--- src/rtl/minimig_reset_sequencer.sv ---
// Reset sequencer: merges power-on, user, keyboard, OSD, 68k RESET-instruction
// and bootloader-done requests into staged peripheral / CPU reset lines,
// tracks the boot-ROM mapping flag and records the last reset cause.
module minimig_reset_sequencer #(
    parameter int HOLD_TICKS   = 4,
    parameter int CPU_DELAY    = 8,
    parameter int INSTR_CYCLES = 124
) (
    input  logic       clk,
    input  logic       reset_n,
    input  logic       clk7_en,
    input  logic       cnt,
    input  logic       mrst,
    input  logic       kbd_rst,
    input  logic       osd_rst,
    input  logic       cpu_rsti,
    input  logic       bootdone,
    output logic       periph_reset,
    output logic       cpu_reset,
    output logic       boot,
    output logic       busy,
    output logic [2:0] cause
);

    localparam int CYC_MAX = (CPU_DELAY > INSTR_CYCLES) ? CPU_DELAY : INSTR_CYCLES;
    localparam int TICK_W  = $clog2(HOLD_TICKS + 1);
    localparam int CYC_W   = $clog2(CYC_MAX + 1);

    localparam logic [TICK_W-1:0] TICK_LAST  = TICK_W'(HOLD_TICKS);
    localparam logic [CYC_W-1:0]  CYC_SAT    = CYC_W'(CYC_MAX);
    localparam logic [CYC_W-1:0]  CPU_LAST   = CYC_W'(CPU_DELAY - 1);
    localparam logic [CYC_W-1:0]  INSTR_LAST = CYC_W'(INSTR_CYCLES - 1);

    localparam logic [2:0] CAUSE_POR   = 3'd0;
    localparam logic [2:0] CAUSE_MRST  = 3'd1;
    localparam logic [2:0] CAUSE_KBD   = 3'd2;
    localparam logic [2:0] CAUSE_OSD   = 3'd3;
    localparam logic [2:0] CAUSE_RSTI  = 3'd4;
    localparam logic [2:0] CAUSE_BOOTD = 3'd5;

    typedef enum logic [1:0] {
        ST_FULL    = 2'd0,
        ST_CPUWAIT = 2'd1,
        ST_RUN     = 2'd2,
        ST_INSTR   = 2'd3
    } state_t;

    state_t            state_q, state_d;
    logic [TICK_W-1:0] tick_q, tick_d;
    logic [CYC_W-1:0]  cyc_q, cyc_d;
    logic              boot_q, boot_d;
    logic [2:0]        cause_q, cause_d;

    logic              full_req;
    logic [2:0]        full_cause;
    logic [TICK_W-1:0] tick_inc;
    logic [CYC_W-1:0]  cyc_inc;

    // Request decode and saturating counter increments
    always_comb begin
        full_req = mrst | kbd_rst | osd_rst;
        if (mrst)
            full_cause = CAUSE_MRST;
        else if (kbd_rst)
            full_cause = CAUSE_KBD;
        else
            full_cause = CAUSE_OSD;
        tick_inc = (tick_q == TICK_LAST) ? tick_q : tick_q + TICK_W'(1);
        cyc_inc  = (cyc_q == CYC_SAT) ? cyc_q : cyc_q + CYC_W'(1);
    end

    // Next-state logic; everything advances only on clk7_en
    always_comb begin
        state_d = state_q;
        tick_d  = tick_q;
        cyc_d   = cyc_q;
        boot_d  = boot_q;
        cause_d = cause_q;
        if (clk7_en) begin
            case (state_q)
                ST_FULL: begin
                    if (full_req) begin
                        // retrigger: hold restarts from the last request
                        tick_d  = '0;
                        cause_d = full_cause;
                    end else if (cnt) begin
                        tick_d = tick_inc;
                        if (tick_inc == TICK_LAST) begin
                            cyc_d   = '0;
                            state_d = ST_CPUWAIT;
                        end
                    end
                end
                ST_CPUWAIT: begin
                    if (full_req) begin
                        tick_d  = '0;
                        cyc_d   = '0;
                        cause_d = full_cause;
                        state_d = ST_FULL;
                    end else if (cyc_q == CPU_LAST) begin
                        state_d = ST_RUN;
                    end else begin
                        cyc_d = cyc_inc;
                    end
                end
                ST_RUN: begin
                    if (full_req) begin
                        tick_d  = '0;
                        cause_d = full_cause;
                        state_d = ST_FULL;
                    end else if (bootdone && boot_q) begin
                        // boot ROM is unmapped and the machine restarts cleanly
                        boot_d  = 1'b0;
                        tick_d  = '0;
                        cause_d = CAUSE_BOOTD;
                        state_d = ST_FULL;
                    end else if (cpu_rsti) begin
                        cyc_d   = '0;
                        cause_d = CAUSE_RSTI;
                        state_d = ST_INSTR;
                    end
                end
                ST_INSTR: begin
                    // extra RESET instructions do not restart the window
                    if (full_req) begin
                        tick_d  = '0;
                        cyc_d   = '0;
                        cause_d = full_cause;
                        state_d = ST_FULL;
                    end else if (cyc_q == INSTR_LAST) begin
                        state_d = ST_RUN;
                    end else begin
                        cyc_d = cyc_inc;
                    end
                end
                default: begin
                    state_d = ST_FULL;
                    tick_d  = '0;
                end
            endcase
        end
    end

    // State registers; reset_n acts on any clk edge regardless of clk7_en
    always_ff @(posedge clk) begin
        if (!reset_n) begin
            state_q <= ST_FULL;
            tick_q  <= '0;
            cyc_q   <= '0;
            boot_q  <= 1'b1;
            cause_q <= CAUSE_POR;
        end else begin
            state_q <= state_d;
            tick_q  <= tick_d;
            cyc_q   <= cyc_d;
            boot_q  <= boot_d;
            cause_q <= cause_d;
        end
    end

    // Output decode from the registered state
    always_comb begin
        periph_reset = 1'b0;
        cpu_reset    = 1'b0;
        busy         = 1'b0;
        case (state_q)
            ST_FULL: begin
                periph_reset = 1'b1;
                cpu_reset    = 1'b1;
                busy         = 1'b1;
            end
            ST_CPUWAIT: begin
                cpu_reset = 1'b1;
                busy      = 1'b1;
            end
            ST_INSTR: begin
                periph_reset = 1'b1;
                busy         = 1'b1;
            end
            default: begin
                periph_reset = 1'b0;
                cpu_reset    = 1'b0;
                busy         = 1'b0;
            end
        endcase
        boot  = boot_q;
        cause = cause_q;
    end

endmodule

--- config.mk ---
export PLATFORM = sky130hd
export DESIGN_NAME = minimig_reset_sequencer
export DESIGN_NICKNAME = d
export VERILOG_FILES = /design/src/rtl/minimig_reset_sequencer.sv
export SDC_FILE = /design/constraint.sdc
export NUM_CORES = 1
export LEC_CHECK = 0
export ABC_CLOCK_PERIOD_IN_PS = 4300
export BUFFER_PORTS_ARGS = -buffer_cell sky130_fd_sc_hd__buf_2
export CAP_MARGIN = 40
export CORE_UTILIZATION = 45
export DETAILED_ROUTE_END_ITERATION = 10
export PLACE_DENSITY = 0.77
export SETUP_SLACK_MARGIN = 0.5
export SYNTH_ARGS = -nofsm -noshare
export SYNTH_HDL_FRONTEND = slang
export SYNTH_SLANG_ARGS = --single-unit
--- constraint.sdc ---
create_clock -name clk -period 4.3 [get_ports clk]
set_input_delay 0.645 -clock clk [delete_from_list [all_inputs] [get_ports clk]]
set_output_delay 0.645 -clock clk [all_outputs]
set_load 0.03 [all_outputs]
==> impl_metrics.json, run 1 <==
{
  "io_pins": 16,
  "drcViolationCount": 0,
  "yosysUniqueCellTypes": 45,
  "crit_fanout": 6,
  "multi_input_area_sq_um": 734,
  "syn_to_final_growth_pct": 11.9,
  "path_class": "flop to flop",
  "cts.sinks": 16,
  "first_pass_iters": 4,
  "arrival_ns": 2.71,
  "cap_violations": 0,
  "synth_area_sq_um": 1110,
  "synth-main-ff-cell": "dfxtp_1",
  "finalInstanceArea_sq_um": 1240,
  "worstSkewPairLatency_ns": 0.29,
  "crit_chain": "inv_1 > ha_1 > or2_2 > o21ai_0 > o211ai_1 > or4b_2 > a21oi_1",
  "dieWidth_um": 51.7,
  "synth_cells": 139,
  "portBuffers": 15,
  "crit_path_max_incr_delay_ns": 0.65,
  "finalCritPeriodShare_pct": 57.8,
  "synth_edf_count": 0,
  "cts_buffers": 3,
  "fp-row-count": 17,
  "layout-drive-gt1-share_pct": 19.1,
  "cts_root_buf": "clkbuf_4",
  "clock_path_buffers": 2,
  "end_kind": "flop",
  "synth_top_area_share_pct": 28.8,
  "ir_drop_v": 0.000187,
  "power_density_nw_per_um2": 206,
  "cp.required_ns": 4.52,
  "postCtsHoldBufs": 0,
  "dieHeight_um": 51.7,
  "grt_pass1_vias": 921,
  "register_area_sq_um": 320,
  "nets": 177,
  "routed-via-count": 1067,
  "holdPathStages": 2,
  "cp-start-kind": "flop",
  "power_frac_seq_pct": 58.8,
  "yosys_warnings": 0,
  "detail_route.wirelength_mm": 2.51,
  "cts_tree": "built",
  "grt_util_all_layers_pct": 20.1,
  "rsz0062_at_grt": "false",
  "synth_area_leaders": "dfxtp_1, ha_1, inv_1, nand2_1, o21ai_0",
  "async_flop_share_pct": 0,
  "grt_overflow": 0,
  "reg2reg_depth": 7,
  "power_frac_comb_pct": 10.2,
  "cts_htree_levels": 1,
  "start_util_pct": 48.8,
  "fin_tns_setup_ns": 0,
  "place_hpwl_mm": 1.90,
  "grt_pass1_wl_mm": 4.02,
  "place_area_sq_um": 1220,
  "min_period_ns": 2.48,
  "finalClockSkew_ns": 0.00917,
  "internal_power_uw": 191,
  "ys_seq_area_share_pct": 28.8,
  "coreArea_sq_um": 2280,
  "vias_per_cell": 5.77,
  "p_leak_uw": 0.000499,
  "grt_start_max_net_pins": 11,
  "place.gp.congestion": 0.843,
  "p_switching_uw": 65.2,
  "antenna_found_initial": 0,
  "place_inst": 182,
  "synth_fp_nets": 157,
  "drt-initial-drc-count": 45,
  "avgRoutedWirePerCell_um": 13.5,
  "antennaDiodeCount": 0,
  "synth.most_common_cell": "dfxtp_1",
  "setup-violations-final": 0,
  "fillers": 210,
  "clockPowerShare_pct": 31.1,
  "holdCritPathClass": "flop to flop",
  "slew_headroom_pct": 71.3,
  "cts_resized": 0,
  "clkSlewWorstSetupHoldPaths_ns": 0.10,
  "synthTopCellsByCount": "dfxtp_1, inv_1, nand2_1",
  "ant_nets": 0,
  "hold_viol": 0,
  "synth_top_area_cell": "dfxtp_1",
  "die_area_sq_um": 2670,
  "syn_avg_cell_area_sq_um": 7.99,
  "worst_slew_pin_slew_ns": 0.429,
  "cp_slowest_cell": "or4b_2",
  "final_cell_count_no_fill": 185,
  "drv_slew": 0,
  "post_cts_buffers": 0,
  "status": "finished, final reports clean",
  "fmax_ghz": 0.402,
  "switching_share_pct": 25.5,
  "ys_ff_latch": 16
}
power by group through the flow:
stage	clock [uW]	combinational (uW)	sequential, uW
after floorplan	0	11.4	156
after global placement	0	24.9	154
after detailed placement	0	25.4	154
after CTS	81.9	25.6	150
after global routing	86.8	28.7	151
final	79.5	26.0	151
stage by stage:
stage          util, %  hold WS [ns]  power (uW)  worst slack, ns
6_report          54.6         0.485         256             1.82
3_3_place_gp      53.7         0.455         179             1.84
4_1_cts           54.6         0.486         258             1.84
5_1_grt           54.6         0.513         266             1.73
2_1_floorplan        -         0.449         168             2.10
3_5_place_dp      53.7         0.472         179             1.76
cell usage in the layout (no fill, tap or decap), types with 2 or more instances in the layout:
cell type / synthesis / final
or3_1: 5 / 5
and3_1: 2 / 2
nand3_1: 4 / 4
nor3_1: 2 / 2
nor4_1: 3 / 3
clkbuf_4: 0 / 3
o21ai_0: 9 / 9
nand2_1: 14 / 14
a21oi_1: 8 / 8
a22o_1: 2 / 2
buf_2: 0 / 15
nor4b_1: 2 / 2
a211o_1: 5 / 5
dfxtp_1: 16 / 16
ha_1: 9 / 9
inv_1: 14 / 14
or4_1: 2 / 2
nor2_1: 9 / 9
or2_2: 3 / 3
a31oi_1: 3 / 3
critical path: cells and delay by family, from the launching register on:
kind            cells  cell delay (ns)
buf+inv             1             0.08
flops               1             0.40
compound gates      3             0.74
simple gates        2             0.98
fa+ha+maj           1             0.22
cell families after synthesis:
logic type,share of synthesized area (%)
AND/OR/NAND/NOR,28.7
AO/OA/AOI/OAI,25.6
flip-flops,28.8
buffers and inverters,5.07
adder cells (fa/ha/maj),10.1
XOR/XNOR,0.788
multiplexers,0.901
metal layers:
| metal | track usage [%] | wire (um) | vias to the layer above |
|---|---|---|---|
| li1 | - | - | 548 |
| met1 | 26.5 | 1240 | 498 |
| met2 | 33.1 | 1160 | 19 |
| met3 | 5.26 | 89 | 2 |
| met4 | 3.60 | 12 | 0 |
| met5 | 0 | 0 | - |
final cells by class:
class / instances / area share, %
Timing Repair Buffer: 15 / 6.04
Inverter: 15 / 4.53
Multi-Input combinational cell: 108 / 59.1
Sequential cell: 16 / 25.8
Tap cell: 28 / 2.82
Clock buffer: 3 / 1.81
worst paths after layout:
| kind | startpoint | to | slack, ns |
|---|---|---|---|
| max | state_q[1] | tick_q[0] | 1.82 |
| min | tick_q[1] | tick_q[1] | 0.49 |
| max reg2reg | state_q[1] | tick_q[0] | 1.82 |
| min reg2reg | tick_q[1] | tick_q[1] | 0.49 |
sequential cells by signal, summed over array words and instances, names as in the netlist:
register  flops
boot          1
state_q       2
cyc_q         7
cause         3
tick_q        3
(Power assumes the default switching activity.)
==> inputs of run 2 (changes only) <==
--- a/config.mk
+++ b/config.mk
@@ -5,12 +5,12 @@
 export SDC_FILE = /design/constraint.sdc
 export NUM_CORES = 1
 export LEC_CHECK = 0
-export ABC_CLOCK_PERIOD_IN_PS = 4300
+export ABC_CLOCK_PERIOD_IN_PS = 2100
 export BUFFER_PORTS_ARGS = -buffer_cell sky130_fd_sc_hd__buf_2
 export CAP_MARGIN = 40
 export CORE_UTILIZATION = 45
 export DETAILED_ROUTE_END_ITERATION = 10
-export PLACE_DENSITY = 0.77
+export PLACE_DENSITY = 0.8
 export SETUP_SLACK_MARGIN = 0.5
 export SYNTH_ARGS = -nofsm -noshare
 export SYNTH_HDL_FRONTEND = slang
==> constraint.sdc (replaced) <==
create_clock -name clk -period 2.1 [get_ports clk]
set_input_delay 0.315 -clock clk [delete_from_list [all_inputs] [get_ports clk]]
set_output_delay 0.315 -clock clk [all_outputs]
set_load 0.03 [all_outputs]
==> run 2 against run 1 <==
Compared with the run above: clock power rose to 2.8 times the previous value; hold slack got worse by 0.24 ns; wire length rose by 22%; register-to-register slack got worse by 1.7 ns; sequential cell count did not move; critical path depth did not move; largest power group unchanged; combinational power rose to 2.7 times the previous value; via count rose by 13%; total power rose by 130%.
==> impl_metrics.json, run 2 (synthesis results as in run 1) <==
{
  "status": "finished, final reports clean",
  "crit_fanout": 5,
  "clock_path_buffers": 2,
  "place_area_sq_um": 1300,
  "cts.sinks": 16,
  "finalCritPeriodShare_pct": 92.7,
  "grt_overflow": 0,
  "ir_drop_v": 0.000297,
  "hold_viol": 0,
  "fin_tns_setup_ns": 0,
  "reg2reg_depth": 7,
  "drv_slew": 0,
  "cts_root_buf": "clkbuf_4",
  "layout-drive-gt1-share_pct": 45.9,
  "largest_register_ffs": 7,
  "place.gp.congestion": 0.841,
  "min_period_ns": 1.95,
  "vias_per_cell": 6.10,
  "worstSkewPairLatency_ns": 0.31,
  "coreArea_sq_um": 2280,
  "top_register": "cyc_q",
  "die_area_sq_um": 2670,
  "drcViolationCount": 0,
  "portBuffers": 15,
  "cts_buffers": 3,
  "dieWidth_um": 51.7,
  "arrival_ns": 2.15,
  "finalInstanceArea_sq_um": 1550,
  "antennaDiodeCount": 0,
  "power_density_nw_per_um2": 385,
  "end_kind": "flop",
  "syn_to_final_growth_pct": 39.2,
  "drt-initial-drc-count": 40,
  "worst_slew_pin_slew_ns": 0.413,
  "final_cell_count_no_fill": 198,
  "avgRoutedWirePerCell_um": 15.4,
  "fillers": 182,
  "total_power_uw": 595,
  "antenna_found_initial": 0,
  "place_hpwl_mm": 2.07,
  "start_util_pct": 48.8,
  "p_leak_uw": 0.000597,
  "fmax_ghz": 0.514,
  "ant_nets": 0,
  "grt_pass1_wl_mm": 4.64,
  "holdPathStages": 2,
  "place_inst": 185,
  "first_pass_iters": 4,
  "grt_pass1_vias": 1109,
  "nets": 189,
  "fp-row-count": 17,
  "setup-violations-final": 0,
  "hold_ws_ns": 0.249,
  "cp-start-kind": "flop",
  "io_pins": 16,
  "cp.required_ns": 2.30,
  "dieHeight_um": 51.7,
  "layout_common_cells": "nand2_1, buf_2, buf_4, dfxtp_1",
  "final_common_cell": "nand2_1",
  "finalClockSkew_ns": 0.00605,
  "grt_util_all_layers_pct": 23.2,
  "grt_start_max_net_pins": 10,
  "slew_headroom_pct": 72.2,
  "cap_violations": 0,
  "postCtsHoldBufs": 0,
  "cts_tree": "built",
  "rsz0062_at_grt": "true",
  "detail_route.wirelength_mm": 3.05,
  "cts_htree_levels": 1,
  "routed-via-count": 1207,
  "holdCritPathClass": "primary input to flop",
  "path_class": "flop to flop",
  "clkSlewWorstSetupHoldPaths_ns": 0.10
}
==> run 2: changes by cell type in the layout (fill, tap and decap cells not counted), moves of 4 or more <==
cell,before,now
buf_4,0,12
dfxtp_2,0,4
dfxtp_1,16,10
ha_4,0,4
ha_1,9,3
inv_1,14,9
==> run 2: layer usage <==
metal  global-route usage, %  vias up  wire [um]
met5                       0        -          0
met4                    12.2        0        116
met3                    5.56       14        156
met2                    37.9       41       1530
met1                    27.9      576       1250
li1                        -      576          -
==> run 2: stage by stage <==
| stage | util, % | setup WS, ns |
|---|---|---|
| after global routing | 67.9 | 0.0829 |
| after global placement | 57.1 | 0.184 |
| after floorplan | - | 0.216 |
| after CTS | 61.4 | 0.149 |
| after detailed placement | 57.1 | 0.108 |
| final | 67.9 | 0.154 |
==> run 2: area by class of cell <==
type / instances / area, sq um / area share [%]
multi-input combinational: 108 / 903 / 58.4
sequential: 16 / 333 / 21.5
clock buffer: 4 / 36.3 / 2.35
tap: 28 / 35.0 / 2.27
inverter: 15 / 61.3 / 3.96
timing repair buffer: 27 / 178 / 11.5
==> run 2: worst paths after layout <==
path                            startpoint  slack, ns        end
worst max register to register   tick_q[1]       0.15   cyc_q[6]
worst min register to register   tick_q[1]       0.49  tick_q[1]
worst max-delay path             tick_q[1]       0.15   cyc_q[6]
worst min-delay path               reset_n       0.25       boot
==> run 2: report_power, final <==
part / switching (uW) / internal, uW
registers: 1.74 / 304
logic: 41.7 / 28.0
clock network: 114 / 106
total: 157 / 438
==> run 2: critical path, stage by stage, from the launching register on <==
cell,delay (ns)
dfxtp_2,0.36
inv_2,0.05
ha_4,0.24
nor2b_4,0.12
a41oi_2,0.11
a2111o_1,0.42
a22o_2,0.28
a211o_1,0.26
==> run 2: timing repair <==
item | in CTS | in global routing
gates resized for setup | 7 | 30
setup buffers | 4 | 5
pin swaps | 3 | 9
setup endpoints to repair | 14 | 18
